`config.mk`:
```
export PLATFORM = sky130hd
export DESIGN_NAME = run_ctrl
export DESIGN_NICKNAME = d
export VERILOG_FILES = /design/src/rtl/run_ctrl_pkg.sv /design/src/rtl/sat_counter.sv /design/src/rtl/run_ctrl.sv
export SDC_FILE = /design/constraint.sdc
export NUM_CORES = 1
export LEC_CHECK = 0
export BUFFER_PORTS_ARGS = -buffer_cell sky130_fd_sc_hd__buf_4
export CORE_UTILIZATION = 55
export CTS_BUF_LIST = sky130_fd_sc_hd__clkbuf_8
export DETAILED_ROUTE_END_ITERATION = 10
export PLACE_DENSITY_LB_ADDON = 0.3
export SETUP_SLACK_MARGIN = 0.1
export SLEW_MARGIN = 10
export SYNTH_ARGS = -nofsm -noshare
export SYNTH_HDL_FRONTEND = slang
export SYNTH_HIERARCHICAL = 1
export SYNTH_SLANG_ARGS = --single-unit
```
`constraint.sdc`:
```
create_clock -name clock -period 2.3 [get_ports clock]
set_input_delay 0.345 -clock clock [delete_from_list [all_inputs] [get_ports clock]]
set_output_delay 0.345 -clock clock [all_outputs]
set_load 0.01 [all_outputs]
```
`src/rtl/run_ctrl_pkg.sv`:
```
// Shared types and default constants for the run sequencer.
package run_ctrl_pkg;

    // Sequencer states; TIMEOUT is only reachable in the watchdog build.
    typedef enum logic [2:0] {
        StIdle,
        StReset,
        StRun,
        StDone,
        StTimeout
    } state_e;

    localparam int unsigned DefRstCyc = 2;
    localparam int unsigned DefCntW   = 16;
    localparam int unsigned DefMaxCyc = 4095;

endpackage

```
`src/rtl/sat_counter.sv`:
```
// Up-counter with synchronous clear that sticks at all-ones instead of wrapping.
module sat_counter #(
    parameter int unsigned WIDTH = 16
) (
    input  logic             clock,
    input  logic             reset,
    input  logic             clear,
    input  logic             enable,
    output logic [WIDTH-1:0] value
);

    logic [WIDTH-1:0] count_q;

    // Count register: reset/clear win, then saturating increment.
    always_ff @(posedge clock) begin
        if (reset || clear) begin
            count_q <= '0;
        end else if (enable && (count_q != {WIDTH{1'b1}})) begin
            count_q <= count_q + 1'b1;
        end
    end

    assign value = count_q;

endmodule

```
`src/rtl/run_ctrl.sv`:
```
// Run sequencer: turns a host go request into the core start protocol, holds the
// core for RST_CYC cycles, times the run and reports how it ended.
// Define RUN_CTRL_WATCHDOG_EN to compile in the MAX_CYC watchdog and TIMEOUT state.
module run_ctrl
    import run_ctrl_pkg::*;
#(
    parameter int unsigned RST_CYC = DefRstCyc,
    parameter int unsigned CNT_W   = DefCntW,
    parameter int unsigned MAX_CYC = DefMaxCyc
) (
    input  logic             clock,
    input  logic             reset,
    input  logic             go,
    input  logic             core_done,
    output logic             core_start,
    output logic             busy,
    output logic             finished,
    output logic             timeout,
    output logic [CNT_W-1:0] cycle_count
);

    // Phase counter holds RST_CYC-1 down to 0, so clog2(RST_CYC) bits suffice.
    localparam int unsigned PhW = (RST_CYC > 1) ? $clog2(RST_CYC) : 1;
    localparam logic [PhW-1:0] PhLoad = PhW'(RST_CYC - 1);

    state_e         state_q, state_d;
    logic [PhW-1:0] phase_q, phase_d;
    logic           finished_q, finished_d;
    logic           core_start_q, busy_q;
    logic           cnt_clear, cnt_en;

`ifdef RUN_CTRL_WATCHDOG_EN
    localparam logic [CNT_W-1:0] MaxCnt = CNT_W'(MAX_CYC);
    logic timeout_q, timeout_d;
`endif

    // Next-state, phase and status updates.
    always_comb begin
        state_d    = state_q;
        phase_d    = phase_q;
        finished_d = finished_q;
`ifdef RUN_CTRL_WATCHDOG_EN
        timeout_d  = timeout_q;
`endif
        cnt_clear  = 1'b0;
        cnt_en     = 1'b0;
        case (state_q)
            StIdle: begin
                if (go) begin
                    state_d    = StReset;
                    phase_d    = PhLoad;
                    finished_d = 1'b0;
`ifdef RUN_CTRL_WATCHDOG_EN
                    timeout_d  = 1'b0;
`endif
                    cnt_clear  = 1'b1;
                end
            end
            StReset: begin
                // core_done is stale here and deliberately ignored.
                if (phase_q == '0) begin
                    state_d = StRun;
                end else begin
                    phase_d = phase_q - 1'b1;
                end
            end
            StRun: begin
                if (core_done) begin
                    state_d    = StDone;
                    finished_d = 1'b1;
`ifdef RUN_CTRL_WATCHDOG_EN
                end else if (cycle_count == MaxCnt) begin
                    state_d   = StTimeout;
                    timeout_d = 1'b1;
`endif
                end else begin
                    cnt_en = 1'b1;
                end
            end
            StDone, StTimeout: begin
                // go must drop before another run can start.
                if (!go) begin
                    state_d = StIdle;
                end
            end
            default: begin
                state_d = StIdle;
            end
        endcase
    end

    // State and status registers; outputs are registered from the next state.
    always_ff @(posedge clock) begin
        if (reset) begin
            state_q      <= StIdle;
            phase_q      <= '0;
            finished_q   <= 1'b0;
            core_start_q <= 1'b1;
            busy_q       <= 1'b0;
        end else begin
            state_q      <= state_d;
            phase_q      <= phase_d;
            finished_q   <= finished_d;
            core_start_q <= (state_d != StRun);
            busy_q       <= (state_d == StReset) || (state_d == StRun);
        end
    end

`ifdef RUN_CTRL_WATCHDOG_EN
    // Sticky watchdog flag.
    always_ff @(posedge clock) begin
        if (reset) begin
            timeout_q <= 1'b0;
        end else begin
            timeout_q <= timeout_d;
        end
    end

    assign timeout = timeout_q;
`else
    assign timeout = 1'b0;
`endif

    sat_counter #(
        .WIDTH (CNT_W)
    ) u_cycle_cnt (
        .clock  (clock),
        .reset  (reset),
        .clear  (cnt_clear),
        .enable (cnt_en),
        .value  (cycle_count)
    );

    assign core_start = core_start_q;
    assign busy       = busy_q;
    assign finished   = finished_q;

endmodule
```
==> results of run 1 <==
flip-flops by register name, summed over array words and instances, names as in the netlist:
name	flops
core_start	1
busy	1
finished	1
u_cycle_cnt/value	16
state_q	3
phase_q	1
cell type report:
| class | instances | area (µm²) | area share (%) |
|---|---|---|---|
| sequential | 23 | 460 | 33.2 |
| timing repair buffer | 23 | 173 | 12.4 |
| clock inverter | 1 | 5.00 | 0.361 |
| multi-input combinational | 103 | 671 | 48.3 |
| inverter | 1 | 3.75 | 0.271 |
| tap | 27 | 33.8 | 2.43 |
| clock buffer | 3 | 41.3 | 2.98 |
placed cells by master (no fill, tap or decap), drive strengths merged, types with 2 or more instances in the layout:
master / count
a211oi: 2
a21oi: 12
a31oi: 3
a41o: 4
and2: 2
and3: 2
and4: 4
buf: 23
clkbuf: 3
dfxtp: 23
nand2: 9
nand2b: 3
nand3: 5
nand4: 7
nor2: 11
nor3: 5
nor4: 2
o21ai: 5
o31ai: 3
or3: 6
or4: 4
xor2: 2
logic make-up (layout without fill, tap and decap cells):
| family | count (synthesis) | after routing | share of synthesized area, % |
|---|---|---|---|
| simple gates | 64 | 64 | 34.2 |
| compound gates | 34 | 34 | 20.0 |
| flops | 23 | 23 | 39.7 |
| buf+inv | 6 | 28 | 2.38 |
| xor+xnor | 3 | 3 | 2.27 |
| fa+ha+maj | 1 | 1 | 1.08 |
| other cells | 1 | 1 | 0.324 |
metal layers:
layer,global-route usage [%],vias to the layer above
met5,0,-
met4,10.0,0
met3,5.28,6
met2,38.6,47
met1,33.6,517
li1,-,551
metrics by stage:
step	instance area, µm²	power [mW]	hold WS, ns	instances
2_1_floorplan	1160	0.509	0.417	132
3_3_place_gp	1340	0.539	0.491	177
3_5_place_dp	1340	0.543	0.511	177
4_1_cts	1390	0.784	0.290	181
5_1_grt	1390	0.817	0.302	181
6_report	1390	0.785	0.286	181
path summary, 6_finish.rpt:
kind	start	to	slack [ns]	cells past startpoint
hold / removal	reset	state_q[2]	0.29	2
setup / recovery	state_q[0]	u_cycle_cnt/value[10]	0.21	6
hold reg to reg	u_cycle_cnt/value[1]	u_cycle_cnt/value[1]	0.52	2
setup reg to reg	state_q[0]	u_cycle_cnt/value[10]	0.21	6
power by group:
| part | leakage [nW] | internal, mW | total [mW] | switching (mW) |
|---|---|---|---|---|
| clock | 0.0255 | 0.121 | 0.250 | 0.129 |
| combinational | 0.353 | 0.0480 | 0.106 | 0.0585 |
| sequential | 0.186 | 0.414 | 0.429 | 0.0153 |
| total | 0.565 | 0.583 | 0.785 | 0.202 |
==> results.md, run 1 <==
- Layout cell share with drive strength beyond 1: 22.7%
- Initial antenna violation count: 0
- Leak: 0.565 nW
- Largest stage delay on the critical path: 0.55 ns
- Core Region: about 0.0020 mm²
- Die H: 47.9 µm
- First drt pass iteration count: 4
- Clk sinks: 23
- Worst-Margin Slew: around 0.63 ns
- Slowest CP cell: a211oi_1
- Cell family with most CP delay: compound AO/OA/AOI/OAI gates
- Row count: 16
- Crit path required time: 2.46 ns
- Library cells used by synthesis: 42
- Fraction of registers with async set/reset: 0%
- Final Util: 70.7%
- Via density: 6.19
- Diode count: 0
- Setup-failing EPs final: 0
- Slew HR: 58.0%
- Cell taking the most area after synthesis: dfxtp_1
- Power Density: 566 mW/mm²
- Synth cell count leaders: dfxtp_1, a21oi_1, nor2_1
- Final #Nets: between 150 and 200
- 1st-iter DRT viols: 25
- Critical-path cell list: nand2b_2 -> nor3_1 -> nand4_1 -> a211oi_1 -> a31oi_1 -> a41o_1
- Max-slew violation total from the final report: 0
- Gr usage total: 24.9%
- Met3 wire len: 150 µm
- Status: complete, no violations
- Startpoint Class: flop
- Crit share post-route: approximately nine tenths
- RD Place Congestion: 0.918
- Die width: about 48 µm
- Final setup TNS: 0 ns
- Filler cells: 160
- Buffers on Ports: 22
- Synth warn: 6
- Hold WC Path Type: primary input to flop
- Post-DP HPWL: 1.92 mm
- Top layer in use: met4
- CTS buffer count: 3
- Die area: 0.00229 mm²
- Worst EP arrival: 2.25 ns
- Post-synth EDFFs: 0
- Vias in the first global route: 907
- Setup WS post-layout: ~0.21 ns
- Ys flop type: dfxtp_1
- IO Pins: 24
- Final hold vios: 0
- Mapped Area: 0.00116 mm²
- Max Cap Viol: 0
- Clk_lat worst skew: 0.27 ns
- Setup crit end kind: flop
- Clock buffer depth: 2
- Worst vdd ir: 0.000465 V
- WP buf/inv: 0
- Synth top area share: 39.7%
- Syn Nets: 137
- Tmin final: about 2.1 ns
- # DRC: 0
- CTS tree: yes
- # H-tree levels: 1
- Most frequent cell after synthesis: dfxtp_1
- Syn Inst Count: 132
- Global-route wire length before repair: ~4 mm
- Post-CTS Hold Buffers: 0
- Largest net degree at the start of global routing: 16
- Synthesized flop and latch total: 23
- Place WS: 0.417 ns
- Resized Gates After CTS: 0
- Register area share after synthesis: between 30 and 40%
- DR vias: 1121
- Max Fclk: about 480 MHz
- CP Max Fanout: 6
- Met2 WL: 1.31 mm
- Routed Antenna Nets: 0
- Postcts setup bufs: 0
- Synthesis-to-finish area growth: 19.8%
- Root buf cell: clkbuf_8
- Met1 WL: 1.17 mm
- Clock skew: roughly 0.0071 ns
- Most area-consuming cells after synthesis: dfxtp_1, a21oi_1, nor2_1, a41o_1, or3_1
- Total Wirelength: between 2 and 3 mm
- Congestion Overflow GR: 0
- Post-synthesis average cell area: 8.78 µm²
- Clock-pin slew on the worst setup and hold paths: 0.08 ns
- CP Class: flop to flop
- RSZ-0062 raised after global routing: no
- WL/cell: 14.7 µm
- Starting Density: 59.1%
(Power assumes the default switching activity.)
==> inputs of run 2 (changes only) <==
--- a/config.mk
+++ b/config.mk
@@ -6,7 +6,9 @@
 export NUM_CORES = 1
 export LEC_CHECK = 0
 export BUFFER_PORTS_ARGS = -buffer_cell sky130_fd_sc_hd__buf_4
-export CORE_UTILIZATION = 55
+export CELL_PAD_IN_SITES_DETAIL_PLACEMENT = 0
+export CELL_PAD_IN_SITES_GLOBAL_PLACEMENT = 1
+export CORE_UTILIZATION = 41
 export CTS_BUF_LIST = sky130_fd_sc_hd__clkbuf_8
 export DETAILED_ROUTE_END_ITERATION = 10
 export PLACE_DENSITY_LB_ADDON = 0.3
==> constraint.sdc (replaced) <==
create_clock -name clock -period 2 [get_ports clock]
set_input_delay 0.3 -clock clock [delete_from_list [all_inputs] [get_ports clock]]
set_output_delay 0.3 -clock clock [all_outputs]
set_load 0.01 [all_outputs]
==> run 2 against run 1 <==
  * Critical path depth is 1 lower
  * Highest routed layer unchanged
  * Register-to-register slack worse by 0.04 ns
  * First-iteration DRC count is 16% lower
  * Largest power group unchanged
  * Die area is 33% higher
  * Critical endpoint is now u_cycle_cnt/value[5]
==> results.md, run 2 (synthesis gave the netlist of run 1 again) <==
- Crit path required time: 2.21 ns (-0.25 ns)
- Global-route wire length before repair: 4.13 mm (+3.5%)
- Worst EP arrival: 2.04 ns (-0.21 ns)
- Total Wirelength: 2.67 mm (unchanged)
- RSZ-0062 raised after global routing: yes
- Max-slew violation total from the final report: 0 (unchanged)
- Layout cell share with drive strength beyond 1: 25.5% (+2.8 points)
- CP Max Fanout: 5 (-1)
- Starting Density: 45.1% (-14 points)
- Final #Nets: 163 (+1.9%)
- Max reg flops: 16 (unchanged)
- Hold WC Path Type: primary input to flop
- RD Place Congestion: 0.763 (-17%)
- Setup WS post-layout: 0.166 ns (-0.0440 ns)
- Post-DP HPWL: 1.83 mm (-4.8%)
- Via density: 5.84 (-5.6%)
- Gr usage total: 19.3% (-5.6 points)
- Final setup TNS: 0 ns (unchanged)
- Hold_ws: 0.246 ns (-0.0400 ns)
- Routed Antenna Nets: 0 (unchanged)
- Core Region: 0.00257 mm² (+31%)
- Largest net degree at the start of global routing: 16 (unchanged)
- Vias in the first global route: 886 (-2.3%)
- Congestion Overflow GR: 0 (unchanged)
- IO Pins: 24 (unchanged)
- Die area: 0.00304 mm² (+33%)
- CP Class: flop to flop
- Worst vdd ir: 0.000470 V (+1.2%)
- Clk sinks: 23 (unchanged)
- Crit share post-route: 91.7% (+0.83 points)
- Max Cap Viol: 0 (unchanged)
- Max Fclk: 545 MHz (+14%)
- Clock buffer depth: 2 (unchanged)
- Startpoint Class: flop
- Post-CTS Hold Buffers: 0 (unchanged)
- Diode count: 0 (unchanged)
- WL/cell: 14.3 µm (-3.2%)
- Clk_lat worst skew: 0.26 ns (about the same)
- Die width: 55.2 µm (+15%)
- Setup-failing EPs final: 0 (unchanged)
- Row count: 18 (+2)
- Buffers on Ports: 22 (unchanged)
- CTS tree: yes
- Root buf cell: clkbuf_8
- # DRC: 0 (unchanged)
- DR vias: 1093 (-2.5%)
- Power Density: 623 mW/mm² (+10%)
- Synthesis-to-finish area growth: 24.8%
- Clock-pin slew on the worst setup and hold paths: 0.08 ns (about the same)
- Tmin final: 1.83 ns (-0.256 ns)
- Setup crit end kind: flop
- # H-tree levels: 1 (unchanged)
- First drt pass iteration count: 4 (unchanged)
- Placed Area: 0.00137 mm² (+1.8%)
- Leak: 0.588 nW (+4.0%)
- Place WS: 0.170 ns (-0.247 ns)
- Status: complete, no violations
- 1st-iter DRT viols: 21 (-16%)
- Most frequent cells in the layout: buf_4, dfxtp_1, a21oi_1
- CTS buffer count: 3 (unchanged)
- Total power: 901 µW (+15%)
- Final hold vios: 0 (unchanged)
- Clock skew: 0.00234 ns (-0.00480 ns)
- Commonest non-fill, non-tap cell in the layout: buf_4
- Die H: 55.2 µm (+15%)
- Final Cell Area: 0.00145 mm² (+4.2%)
- Initial antenna violation count: 0 (unchanged)
run 2: cell count changes in the layout (fill, tap and decap cells not counted):
cell      previous run  this run
buf_4               23        26
a211oi_1             2         1
a211oi_2             0         1
clkinv_2             1         0
dfxtp_1             23        22
dfxtp_2              0         1
inv_1                1         2
nand2b_2             1         0
nand2b_4             0         1
nor3_1               5         4
nor3_4               0         1
o41ai_2              1         0
o41ai_4              0         1
run 2: through the flow:
step                      cells  util [%]
final                       187      56.3
after global routing        187      56.3
after CTS                   186      54.9
after global placement      182      53.2
after floorplan             132         -
after detailed placement    182      53.2
run 2: routing by layer:
layer | part of all wire (%) | wire length, µm | vias up | GRT usage, %
met1 | 52 | 1380 | 510 | 27.1
met4 | 0.37 | 10 | 0 | 3.75
met3 | 4.1 | 110 | 2 | 6.01
met5 | 0 | 0 | - | 0
li1 | - | - | 560 | -
met2 | 44 | 1170 | 21 | 28.9
run 2: cell type report:
type,instances,area (µm²)
inverter,1,3.75
tap,30,37.5
sequential,23,462
clock buffer,3,41.3
fill,243,1120
timing repair buffer,26,195
clock inverter,1,3.75
multi-input combinational,103,703
run 2: final timing paths:
kind | to | start | depth (start not counted) | slack (ns)
min | state_q[2] | reset | 2 | 0.25
max | u_cycle_cnt/value[5] | u_cycle_cnt/value[0] | 5 | 0.17
max reg2reg | u_cycle_cnt/value[5] | u_cycle_cnt/value[0] | 5 | 0.17
min reg2reg | finished | finished | 2 | 0.51
run 2: where the power goes:
part / switching, mW / internal [mW]
Clock: 0.141 / 0.137
Sequential: 0.0185 / 0.477
Combinational: 0.0682 / 0.0595
run 2: timing repair:
action | in CTS | in global routing
endpoints found under the setup margin | 0 | 8
setup buffers | 0 | 1
resized for setup | 0 | 5
run 2: critical path: stages, from the launching register on:
cell	delay [ns]
dfxtp_1	0.42
ha_1	0.23
nand3_1	0.20
or4_4	0.62
a31oi_1	0.20
a41o_1	0.11
